## src/rtl/id_stage_pipe_if.sv

```systemverilog
// ---------------------------------------------------------------------------
// id_stage_pipe_if
// Bundles the signals of the registered RV32I decode stage id_stage_pipe:
//   IF side      : in_valid/in_ready handshake, in_pc, in_inst, flush
//   regfile side : reg1/2_raddr out, reg1/2_rdata_i in, write-back port wb_*
//   EX side      : out_valid/out_ready handshake and the decoded payload
//                  (out_pc, alu_op, alu_src_sel, operands, imm_o, flags, rd)
//   status       : hazard_stall (combinational load-use stall)
// Modports:
//   slave  - the decode stage itself
//   master - the surroundings (IF, register file, write-back, EX)
// ---------------------------------------------------------------------------
interface id_stage_pipe_if #(
  parameter int XLEN = 32
);
  // IF side
  logic            in_valid;
  logic            in_ready;
  logic [XLEN-1:0] in_pc;
  logic [31:0]     in_inst;
  logic            flush;
  // register file and write-back
  logic [4:0]      reg1_raddr;
  logic [4:0]      reg2_raddr;
  logic [XLEN-1:0] reg1_rdata_i;
  logic [XLEN-1:0] reg2_rdata_i;
  logic            wb_wen;
  logic [4:0]      wb_waddr;
  logic [XLEN-1:0] wb_wdata;
  // EX side
  logic            out_valid;
  logic            out_ready;
  logic [XLEN-1:0] out_pc;
  logic [3:0]      alu_op;
  logic [1:0]      alu_src_sel;
  logic [XLEN-1:0] reg1_data_o;
  logic [XLEN-1:0] reg2_data_o;
  logic [XLEN-1:0] imm_o;
  logic            branch;
  logic            jump;
  logic            reg_wen;
  logic            mem_read;
  logic            mem_write;
  logic            ecall;
  logic            ebreak;
  logic            fence;
  logic            illegal;
  logic [4:0]      reg_waddr;
  logic            hazard_stall;

  modport slave (
    input  in_valid, in_pc, in_inst, flush,
    input  reg1_rdata_i, reg2_rdata_i, wb_wen, wb_waddr, wb_wdata,
    input  out_ready,
    output in_ready, reg1_raddr, reg2_raddr,
    output out_valid, out_pc, alu_op, alu_src_sel, reg1_data_o, reg2_data_o, imm_o,
    output branch, jump, reg_wen, mem_read, mem_write, ecall, ebreak, fence, illegal,
    output reg_waddr, hazard_stall
  );

  modport master (
    output in_valid, in_pc, in_inst, flush,
    output reg1_rdata_i, reg2_rdata_i, wb_wen, wb_waddr, wb_wdata,
    output out_ready,
    input  in_ready, reg1_raddr, reg2_raddr,
    input  out_valid, out_pc, alu_op, alu_src_sel, reg1_data_o, reg2_data_o, imm_o,
    input  branch, jump, reg_wen, mem_read, mem_write, ecall, ebreak, fence, illegal,
    input  reg_waddr, hazard_stall
  );
endinterface

```

## src/rtl/id_stage_pipe.sv

```systemverilog
// ---------------------------------------------------------------------------
// id_stage_pipe
// Registered RV32I decode stage between IF and EX.
//   - accepts one instruction per cycle on the in_valid/in_ready handshake
//   - reads the register file (rs1/rs2 addresses are combinational) and
//     optionally bypasses same-cycle write-back data
//   - registers the decoded ID/EX payload, presented with out_valid/out_ready
//   - stalls one cycle on a load-use hazard against its own output register
//   - flush kills both the input instruction and the output register
// Ports:
//   clk   : clock, rising edge
//   rst_n : synchronous active-low reset
//   bus   : id_stage_pipe_if.slave (IF, register file, write-back, EX)
// ---------------------------------------------------------------------------
module id_stage_pipe #(
  parameter int XLEN   = 32,
  parameter bit FWD_WB = 1'b1
) (
  input  logic                clk,
  input  logic                rst_n,
  id_stage_pipe_if.slave      bus
);

  typedef enum logic [6:0] {
    OPC_LOAD   = 7'b0000011,
    OPC_FENCE  = 7'b0001111,
    OPC_OPIMM  = 7'b0010011,
    OPC_AUIPC  = 7'b0010111,
    OPC_STORE  = 7'b0100011,
    OPC_OP     = 7'b0110011,
    OPC_LUI    = 7'b0110111,
    OPC_BRANCH = 7'b1100011,
    OPC_JALR   = 7'b1100111,
    OPC_JAL    = 7'b1101111,
    OPC_SYSTEM = 7'b1110011
  } opcode_e;

  typedef enum logic [3:0] {
    ALU_ADD  = 4'd0,  ALU_SUB = 4'd1, ALU_SLL = 4'd2, ALU_SLT = 4'd3,
    ALU_SLTU = 4'd4,  ALU_XOR = 4'd5, ALU_SRL = 4'd6, ALU_SRA = 4'd7,
    ALU_OR   = 4'd8,  ALU_AND = 4'd9, ALU_PASSB = 4'd10
  } alu_op_e;

  typedef struct packed {
    logic [XLEN-1:0] pc;
    alu_op_e         alu_op;
    logic [1:0]      alu_src_sel;
    logic [XLEN-1:0] rs1_data;
    logic [XLEN-1:0] rs2_data;
    logic [XLEN-1:0] imm;
    logic            branch;
    logic            jump;
    logic            reg_wen;
    logic            mem_read;
    logic            mem_write;
    logic            ecall;
    logic            ebreak;
    logic            fence;
    logic            illegal;
    logic [4:0]      waddr;
  } payload_t;

  // funct3 -> ALU op; 'alt' is inst[30] (funct7[5] / imm[10]).
  // Only register-register ops use it to pick SUB; shifts use it in both forms.
  function automatic alu_op_e alu_from_f3(input logic [2:0] f3, input logic alt,
                                          input logic is_op);
    case (f3)
      3'b000:  return (is_op && alt) ? ALU_SUB : ALU_ADD;
      3'b001:  return ALU_SLL;
      3'b010:  return ALU_SLT;
      3'b011:  return ALU_SLTU;
      3'b100:  return ALU_XOR;
      3'b101:  return alt ? ALU_SRA : ALU_SRL;
      3'b110:  return ALU_OR;
      default: return ALU_AND;
    endcase
  endfunction

  logic [31:0]     w_inst;
  opcode_e         w_opcode;
  logic [4:0]      w_rs1, w_rs2, w_rd;
  logic [2:0]      w_funct3;
  logic [XLEN-1:0] w_imm_i, w_imm_s, w_imm_b, w_imm_u, w_imm_j;
  logic [XLEN-1:0] w_rs1_data, w_rs2_data;
  logic            w_rs1_used, w_rs2_used;
  logic            w_load_use;
  logic            w_accept;
  payload_t        w_dec;

  logic            r_valid;
  payload_t        r_pay;

  assign w_inst   = bus.in_inst;
  assign w_opcode = opcode_e'(w_inst[6:0]);
  assign w_rs1    = w_inst[19:15];
  assign w_rs2    = w_inst[24:20];
  assign w_rd     = w_inst[11:7];
  assign w_funct3 = w_inst[14:12];

  // Size-casting a signed value sign-extends it to XLEN.
  assign w_imm_i = XLEN'($signed(w_inst[31:20]));
  assign w_imm_s = XLEN'($signed({w_inst[31:25], w_inst[11:7]}));
  assign w_imm_b = XLEN'($signed({w_inst[31], w_inst[7], w_inst[30:25], w_inst[11:8], 1'b0}));
  assign w_imm_u = XLEN'($signed({w_inst[31:12], 12'b0}));
  assign w_imm_j = XLEN'($signed({w_inst[31], w_inst[19:12], w_inst[20], w_inst[30:21], 1'b0}));

  // Operand read with optional write-back bypass; x0 is hard-wired to zero.
  always_comb begin
    // NOTE: every always_comb output gets a default first so no path leaves
    // it unassigned; otherwise synthesis infers a latch.
    w_rs1_data = bus.reg1_rdata_i;
    w_rs2_data = bus.reg2_rdata_i;
    if (w_rs1 == 5'd0)
      w_rs1_data = '0;
    else if (FWD_WB && bus.wb_wen && (bus.wb_waddr == w_rs1))
      w_rs1_data = bus.wb_wdata;
    if (w_rs2 == 5'd0)
      w_rs2_data = '0;
    else if (FWD_WB && bus.wb_wen && (bus.wb_waddr == w_rs2))
      w_rs2_data = bus.wb_wdata;
  end

  // Decode. All legal opcodes end in 2'b11, so a bad low-bit pattern also
  // falls through to the illegal default.
  always_comb begin
    w_dec          = '0;
    w_dec.pc       = bus.in_pc;
    w_dec.rs1_data = w_rs1_data;
    w_dec.rs2_data = w_rs2_data;
    w_dec.waddr    = w_rd;
    case (w_opcode)
      OPC_OP: begin
        w_dec.alu_op  = alu_from_f3(w_funct3, w_inst[30], 1'b1);
        w_dec.reg_wen = 1'b1;
      end
      OPC_OPIMM: begin
        w_dec.alu_op      = alu_from_f3(w_funct3, w_inst[30], 1'b0);
        w_dec.alu_src_sel = 2'b01;
        w_dec.imm         = w_imm_i;
        w_dec.reg_wen     = 1'b1;
      end
      OPC_LOAD: begin
        w_dec.alu_src_sel = 2'b01;
        w_dec.imm         = w_imm_i;
        w_dec.mem_read    = 1'b1;
        w_dec.reg_wen     = 1'b1;
      end
      OPC_STORE: begin
        w_dec.alu_src_sel = 2'b01;
        w_dec.imm         = w_imm_s;
        w_dec.mem_write   = 1'b1;
      end
      OPC_BRANCH: begin
        w_dec.alu_op = ALU_SUB;
        w_dec.imm    = w_imm_b;
        w_dec.branch = 1'b1;
      end
      OPC_LUI: begin
        w_dec.alu_op      = ALU_PASSB;
        w_dec.alu_src_sel = 2'b01;
        w_dec.imm         = w_imm_u;
        w_dec.reg_wen     = 1'b1;
      end
      OPC_AUIPC: begin
        w_dec.alu_src_sel = 2'b10;
        w_dec.imm         = w_imm_u;
        w_dec.reg_wen     = 1'b1;
      end
      OPC_JAL: begin
        w_dec.alu_src_sel = 2'b10;
        w_dec.imm         = w_imm_j;
        w_dec.jump        = 1'b1;
        w_dec.reg_wen     = 1'b1;
      end
      OPC_JALR: begin
        w_dec.alu_src_sel = 2'b01;
        w_dec.imm         = w_imm_i;
        w_dec.jump        = 1'b1;
        w_dec.reg_wen     = 1'b1;
      end
      OPC_FENCE:  w_dec.fence = 1'b1;
      OPC_SYSTEM: begin
        w_dec.ecall  = (w_inst[31:20] == 12'd0);
        w_dec.ebreak = (w_inst[31:20] == 12'd1);
      end
      default:    w_dec.illegal = 1'b1;
    endcase
    if (w_rd == 5'd0)
      w_dec.reg_wen = 1'b0;
  end

  // Register-use classification for the load-use check.
  assign w_rs1_used = !(w_opcode inside {OPC_LUI, OPC_AUIPC, OPC_JAL, OPC_FENCE, OPC_SYSTEM});
  assign w_rs2_used =   w_opcode inside {OPC_OP, OPC_STORE, OPC_BRANCH};

  assign w_load_use = r_valid && r_pay.mem_read && (r_pay.waddr != 5'd0) && bus.in_valid &&
                      ((w_rs1_used && (w_rs1 == r_pay.waddr)) ||
                       (w_rs2_used && (w_rs2 == r_pay.waddr)));

  assign w_accept = bus.in_valid && !bus.flush && (!r_valid || bus.out_ready) && !w_load_use;

  // Flush beats accept; a free slot with nothing accepted drains to a bubble.
  always_ff @(posedge clk) begin
    // NOTE: sequential state uses non-blocking assignments so every register
    // samples its inputs from before the edge, independent of statement order.
    if (!rst_n) begin
      r_valid <= 1'b0;
      r_pay   <= '0;
    end else if (bus.flush) begin
      r_valid <= 1'b0;
    end else if (w_accept) begin
      r_valid <= 1'b1;
      r_pay   <= w_dec;
    end else if (!r_valid || bus.out_ready) begin
      r_valid <= 1'b0;
    end
  end

  assign bus.in_ready     = bus.flush || ((!r_valid || bus.out_ready) && !w_load_use);
  assign bus.hazard_stall = w_load_use && !bus.flush;
  assign bus.reg1_raddr   = w_rs1;
  assign bus.reg2_raddr   = w_rs2;

  assign bus.out_valid    = r_valid;
  assign bus.out_pc       = r_pay.pc;
  assign bus.alu_op       = r_pay.alu_op;
  assign bus.alu_src_sel  = r_pay.alu_src_sel;
  assign bus.reg1_data_o  = r_pay.rs1_data;
  assign bus.reg2_data_o  = r_pay.rs2_data;
  assign bus.imm_o        = r_pay.imm;
  assign bus.branch       = r_pay.branch;
  assign bus.jump         = r_pay.jump;
  assign bus.reg_wen      = r_pay.reg_wen;
  assign bus.mem_read     = r_pay.mem_read;
  assign bus.mem_write    = r_pay.mem_write;
  assign bus.ecall        = r_pay.ecall;
  assign bus.ebreak       = r_pay.ebreak;
  assign bus.fence        = r_pay.fence;
  assign bus.illegal      = r_pay.illegal;
  assign bus.reg_waddr    = r_pay.waddr;

endmodule

```

## src/flat_wrapper.sv

```systemverilog
// flat-port wrapper written by rule: the top's interface ports become plain ports
module id_stage_pipe_flat 
#(
  parameter int XLEN   = 32,
  parameter bit FWD_WB = 1'b1
)
  (clk, rst_n, bus_in_valid, bus_in_pc, bus_in_inst, bus_flush, bus_reg1_rdata_i, bus_reg2_rdata_i, bus_wb_wen, bus_wb_waddr, bus_wb_wdata, bus_out_ready, bus_in_ready, bus_reg1_raddr, bus_reg2_raddr, bus_out_valid, bus_out_pc, bus_alu_op, bus_alu_src_sel, bus_reg1_data_o, bus_reg2_data_o, bus_imm_o, bus_branch, bus_jump, bus_reg_wen, bus_mem_read, bus_mem_write, bus_ecall, bus_ebreak, bus_fence, bus_illegal, bus_reg_waddr, bus_hazard_stall);
  id_stage_pipe_if #(.XLEN(XLEN)) bus_i ();
  input  logic clk;
  input  logic rst_n;
  input wire logic [$bits(bus_i.in_valid)-1:0] bus_in_valid;
  input wire logic [$bits(bus_i.in_pc)-1:0] bus_in_pc;
  input wire logic [$bits(bus_i.in_inst)-1:0] bus_in_inst;
  input wire logic [$bits(bus_i.flush)-1:0] bus_flush;
  input wire logic [$bits(bus_i.reg1_rdata_i)-1:0] bus_reg1_rdata_i;
  input wire logic [$bits(bus_i.reg2_rdata_i)-1:0] bus_reg2_rdata_i;
  input wire logic [$bits(bus_i.wb_wen)-1:0] bus_wb_wen;
  input wire logic [$bits(bus_i.wb_waddr)-1:0] bus_wb_waddr;
  input wire logic [$bits(bus_i.wb_wdata)-1:0] bus_wb_wdata;
  input wire logic [$bits(bus_i.out_ready)-1:0] bus_out_ready;
  output wire logic [$bits(bus_i.in_ready)-1:0] bus_in_ready;
  output wire logic [$bits(bus_i.reg1_raddr)-1:0] bus_reg1_raddr;
  output wire logic [$bits(bus_i.reg2_raddr)-1:0] bus_reg2_raddr;
  output wire logic [$bits(bus_i.out_valid)-1:0] bus_out_valid;
  output wire logic [$bits(bus_i.out_pc)-1:0] bus_out_pc;
  output wire logic [$bits(bus_i.alu_op)-1:0] bus_alu_op;
  output wire logic [$bits(bus_i.alu_src_sel)-1:0] bus_alu_src_sel;
  output wire logic [$bits(bus_i.reg1_data_o)-1:0] bus_reg1_data_o;
  output wire logic [$bits(bus_i.reg2_data_o)-1:0] bus_reg2_data_o;
  output wire logic [$bits(bus_i.imm_o)-1:0] bus_imm_o;
  output wire logic [$bits(bus_i.branch)-1:0] bus_branch;
  output wire logic [$bits(bus_i.jump)-1:0] bus_jump;
  output wire logic [$bits(bus_i.reg_wen)-1:0] bus_reg_wen;
  output wire logic [$bits(bus_i.mem_read)-1:0] bus_mem_read;
  output wire logic [$bits(bus_i.mem_write)-1:0] bus_mem_write;
  output wire logic [$bits(bus_i.ecall)-1:0] bus_ecall;
  output wire logic [$bits(bus_i.ebreak)-1:0] bus_ebreak;
  output wire logic [$bits(bus_i.fence)-1:0] bus_fence;
  output wire logic [$bits(bus_i.illegal)-1:0] bus_illegal;
  output wire logic [$bits(bus_i.reg_waddr)-1:0] bus_reg_waddr;
  output wire logic [$bits(bus_i.hazard_stall)-1:0] bus_hazard_stall;
  assign bus_i.in_valid = bus_in_valid;
  assign bus_i.in_pc = bus_in_pc;
  assign bus_i.in_inst = bus_in_inst;
  assign bus_i.flush = bus_flush;
  assign bus_i.reg1_rdata_i = bus_reg1_rdata_i;
  assign bus_i.reg2_rdata_i = bus_reg2_rdata_i;
  assign bus_i.wb_wen = bus_wb_wen;
  assign bus_i.wb_waddr = bus_wb_waddr;
  assign bus_i.wb_wdata = bus_wb_wdata;
  assign bus_i.out_ready = bus_out_ready;
  assign bus_in_ready = bus_i.in_ready;
  assign bus_reg1_raddr = bus_i.reg1_raddr;
  assign bus_reg2_raddr = bus_i.reg2_raddr;
  assign bus_out_valid = bus_i.out_valid;
  assign bus_out_pc = bus_i.out_pc;
  assign bus_alu_op = bus_i.alu_op;
  assign bus_alu_src_sel = bus_i.alu_src_sel;
  assign bus_reg1_data_o = bus_i.reg1_data_o;
  assign bus_reg2_data_o = bus_i.reg2_data_o;
  assign bus_imm_o = bus_i.imm_o;
  assign bus_branch = bus_i.branch;
  assign bus_jump = bus_i.jump;
  assign bus_reg_wen = bus_i.reg_wen;
  assign bus_mem_read = bus_i.mem_read;
  assign bus_mem_write = bus_i.mem_write;
  assign bus_ecall = bus_i.ecall;
  assign bus_ebreak = bus_i.ebreak;
  assign bus_fence = bus_i.fence;
  assign bus_illegal = bus_i.illegal;
  assign bus_reg_waddr = bus_i.reg_waddr;
  assign bus_hazard_stall = bus_i.hazard_stall;
  id_stage_pipe #(.XLEN(XLEN), .FWD_WB(FWD_WB)) u_core (.clk(clk), .rst_n(rst_n), .bus(bus_i));
endmodule
```

## config.mk

```make
export PLATFORM = sky130hd
export DESIGN_NAME = id_stage_pipe_flat
export DESIGN_NICKNAME = d
export VERILOG_FILES = /design/src/rtl/id_stage_pipe_if.sv /design/src/rtl/id_stage_pipe.sv /design/src/flat_wrapper.sv
export SDC_FILE = /design/constraint.sdc
export NUM_CORES = 1
export LEC_CHECK = 0
export BUFFER_PORTS_ARGS = -buffer_cell sky130_fd_sc_hd__buf_2
export CAP_MARGIN = 20
export CORE_ASPECT_RATIO = 0.9
export CORE_MARGIN = 2
export CORE_UTILIZATION = 53
export DETAILED_ROUTE_END_ITERATION = 8
export HOLD_SLACK_MARGIN = 0.03
export PLACE_DENSITY_LB_ADDON = 0.25
export SYNTH_ARGS = -nofsm -noshare
export SYNTH_HDL_FRONTEND = slang
export SYNTH_SLANG_ARGS = --single-unit
```

## constraint.sdc

```tcl
create_clock -name clk -period 4.23 [get_ports clk]
set_input_delay 0.6345 -clock clk [delete_from_list [all_inputs] [get_ports clk]]
set_output_delay 0.6345 -clock clk [all_outputs]
set_load 0.005 [all_outputs]
```

==> reports/qor.csv <==
metric,value,unit
place.port_buffers,331,
crit_path_buf_inv_count,2,
final.fill_count,1255,
clkTransAtPathRegs,60,ps
via_per_inst,5.545,
proportion_of_layout_cells_with_a_drive_suffix_above_1,0.3063,
vdd.ir_drop.worst,0.0003231,V
detail_route.iter0.violations,565,
cp_max_fo,16,
cp-start-kind,input pin,
drtAntennaViolNets,0,
worst_ep_required_time,3600,ps
initial_cell_density_of_the_core,0.5459,
synthMostInstantiatedCell,sky130_fd_sc_hd__nand2_1,
timing_hold_violations_final,0,
internal_power,2.727,mW
post-route-period-util,0.7227,
max_slew_margin,0.3476,
postCtsSetupBuffers,0,
grt_overflow,0,
yosys_most_used_dff,sky130_fd_sc_hd__dfxtp_1,
power_density,361.2,nW/um^2
routed-via-count,8023,
timing.critical_path.to_type,output port,
design.die.area,16270,um^2
combPwrFrac,0.164,
gr_util_all_layers,0.3038,
core_area,14820,um^2
die_h,121.2,um
dp_hpwl,17840,um
syn-instance-count,972,
synth.largest_area_cell,sky130_fd_sc_hd__dfxtp_1,
synthDistinctLibCells,52,
synth_top_cells_by_count,"220 x sky130_fd_sc_hd__nand2_1, 149 x sky130_fd_sc_hd__dfxtp_1, 149 x sky130_fd_sc_hd__mux2i_1",
number_of_h_tree_branching_levels,4,
postSynth.asyncResetShare,0,
first_global_vias,7456,
postPlaceCellArea,9642,um^2
mappedNetlistArea,8090,um^2
clock_path_buffers,2,
area_growth_from_synthesis_to_final_layout,27.19,%
avgSynthCellArea,8.323,um^2
ctsHoldBuffers,0,
finalWeightedCongestion,0.9099,
switching_share,0.2662,
count_of_flip_flops_with_a_built_in_enable_after_synthesis,0,
timing.critical_path.slowest_cell_delay,550,ps
sequential_cell_area,2983,um^2
grt_max_degree,109,
clock_sinks,149,
worst_hold_path_type,in -> reg,
cap_viol_max_count,0,
tightest_slew,978.6,ps
post_cts.resized_instances,0,
unrepaired_setup_endpoints_after_global_routing,false,
top_cells_by_area_synth,"sky130_fd_sc_hd__dfxtp_1 37%, sky130_fd_sc_hd__mux2i_1 18%, sky130_fd_sc_hd__nand2_1 10%, sky130_fd_sc_hd__a21boi_0 5.9%, sky130_fd_sc_hd__and3_1 5.9%",
num_io_pins,332,
postSynthNetCount,1143,
post-route-min-period,3057,ps
largest_delay_contributor_family_on_the_critical_path,compound AO/OA/AOI/OAI gates,
clock_skew,9.044,ps
synth_sequential_area_ratio,0.3687,
timing.critical_path.cells,buf_2 -> nor3b_2 -> a31oi_1 -> o2111ai_1 -> a21oi_1 -> o21ai_0 -> buf_2,
achievable-frequency,327.1,MHz
setup-tns-final,0,ps
drt_wl_total,25370,um
report.final.setup_viol,0,
number_of_synthesized_register_bits,149,
final_design_area_no_fill,10290,um^2
maxSlewViolCount,0,
numCtsBuffers,17,
grt_pass1_wl,38760,um
ys_warn_count,0,
cts_tree,yes,
worst_path_most_repeated_cell,sky130_fd_sc_hd__buf_2,
timing.critical_path.arrival,2420,ps
yosys.area.top_type_share,0.3687,
number_of_antenna_violations_at_the_first_check_in_global_routing,4,
insertion_delay,420,ps
layout.nets,1403,
p_seq_frac,0.412,
power.share.clock,0.424,
run_status,finished clean,
cts.root.buffer_cell,sky130_fd_sc_hd__clkbuf_16,
drt-wirelength-per-cell,17.53,um
multi_input_area,4641,um^2
timing.critical_path.slowest_stage_cell,sky130_fd_sc_hd__nor3b_2,
remaining_drc_errors,0,
total_switching_power,989.3,uW
dieWidth,134.2,um
drtPass1Iterations,6,
power.static_leakage,5.279,nW
std_cell_rows,42,
worst_path_class_setup,in -> out,
==> per-stage QoR <==
| stage | util | cells | setup WS (ps) | hold WS [ps] | power, mW |
|---|---|---|---|---|---|
| 6_report | 0.6944 | 1447 | 1173 | 451.1 | 3.716 |
| 4_1_cts | 0.6922 | 1441 | 1176 | 447.3 | 3.723 |
| 5_1_grt | 0.6942 | 1446 | 979.3 | 453.6 | 3.857 |
| 3_5_place_dp | 0.6506 | 1410 | 918.4 | 447.6 | 2.164 |
| 2_1_floorplan | - | 972 | 1773 | 451.1 | 1.913 |
| 3_3_place_gp | 0.6506 | 1410 | 988.2 | 439.1 | 2.155 |
==> path summary, 6_finish.rpt <==
kind,start,to,slack (ps),depth (start not counted)
worst min-delay path,bus_in_pc[23],u_core.bus.out_pc[23],450,3
worst min register to register,u_core.bus.reg2_data_o[17],u_core.bus.reg2_data_o[17],460,2
worst max register to register,u_core.bus.reg_waddr[0],u_core.bus.out_pc[11],1990,6
worst max-delay path,bus_in_inst[4],bus_in_ready,1170,7
==> placed cells by master, fill, tap and decap left out, types with 3 or more instances in the layout <==
master | synthesis | layout
sky130_fd_sc_hd__o21a_1 | 5 | 5
sky130_fd_sc_hd__nor3_1 | 8 | 8
sky130_fd_sc_hd__dfxtp_1 | 149 | 149
sky130_fd_sc_hd__o21ai_0 | 67 | 67
sky130_fd_sc_hd__inv_1 | 4 | 4
sky130_fd_sc_hd__o21ai_1 | 16 | 16
sky130_fd_sc_hd__and3_1 | 76 | 76
sky130_fd_sc_hd__nor2_1 | 7 | 7
sky130_fd_sc_hd__buf_4 | 21 | 7
sky130_fd_sc_hd__diode_2 | 0 | 5
sky130_fd_sc_hd__nand3_1 | 17 | 17
sky130_fd_sc_hd__buf_12 | 1 | 3
sky130_fd_sc_hd__or4_1 | 3 | 3
sky130_fd_sc_hd__bufinv_16 | 0 | 3
sky130_fd_sc_hd__a22o_1 | 8 | 8
sky130_fd_sc_hd__clkinv_4 | 0 | 3
sky130_fd_sc_hd__mux2i_1 | 149 | 149
sky130_fd_sc_hd__o2111ai_1 | 3 | 3
sky130_fd_sc_hd__buf_2 | 5 | 330
sky130_fd_sc_hd__nand2_1 | 220 | 220
sky130_fd_sc_hd__xor2_1 | 14 | 14
sky130_fd_sc_hd__clkinv_2 | 0 | 3
sky130_fd_sc_hd__a21boi_0 | 64 | 64
sky130_fd_sc_hd__xnor2_1 | 8 | 8
sky130_fd_sc_hd__clkbuf_8 | 0 | 3
sky130_fd_sc_hd__nand2b_1 | 3 | 3
sky130_fd_sc_hd__clkbuf_16 | 0 | 17
sky130_fd_sc_hd__a21oi_1 | 5 | 4
sky130_fd_sc_hd__o211ai_1 | 9 | 9
==> layer usage <==
layer / GRT usage / vias to the layer above / routed length [um]
met5: 0 / - / 0
met4: 0.1112 / 0 / 646
met3: 0.08772 / 45 / 2109
met2: 0.5096 / 360 / 12420
met1: 0.3712 / 3729 / 10190
li1: - / 3889 / -
==> cells by family after synthesis <==
group / synth area share
and+or+nand+nor: 0.2111
muxes: 0.1843
xor gates and xnor gates: 0.02382
DFF: 0.3687
AOI/OAI and AO/OA: 0.1503
buffers and inverters: 0.06171
==> state kept, by name, summed over array words and instances (netlist names) <==
name and count:
u_core.bus.imm_o 32, u_core.bus.out_pc 32, u_core.bus.reg1_data_o 32, u_core.bus.reg2_data_o 32, u_core.bus.reg_waddr 5, u_core.bus.alu_op 4
u_core.bus.alu_src_sel 2, u_core.bus.branch 1, u_core.bus.ebreak 1, u_core.bus.ecall 1, u_core.bus.fence 1, u_core.bus.illegal 1
u_core.bus.jump 1, u_core.bus.mem_read 1, u_core.bus.mem_write 1, u_core.bus.out_valid 1, u_core.bus.reg_wen 1
==> power by group through the flow <==
stage	logic (mW)	clock network, mW	registers [mW]
floorplan	0.349	0	1.56
global placement	0.599	0	1.56
detailed placement	0.606	0	1.56
CTS	0.608	1.59	1.53
global route	0.664	1.66	1.54
finish	0.609	1.58	1.53
==> tightest hold or removal path: cells and delay by family <==
kind,cells,cell delay [ps]
buffers and inverters,1,90
and+or+nand+nor,1,40
muxes,1,50
==> layout make-up <==
cell class                 instances  area share
timing repair buffer             341      0.1725
sequential                       149      0.2899
multi-input combinational        719      0.4510
clock buffer                      20     0.04535
tap                              198     0.02408
inverter                           4    0.001459
antenna                            5    0.001216
clock inverter                    11     0.01447
No activity file was read; power rests on OpenSTA's default activity.
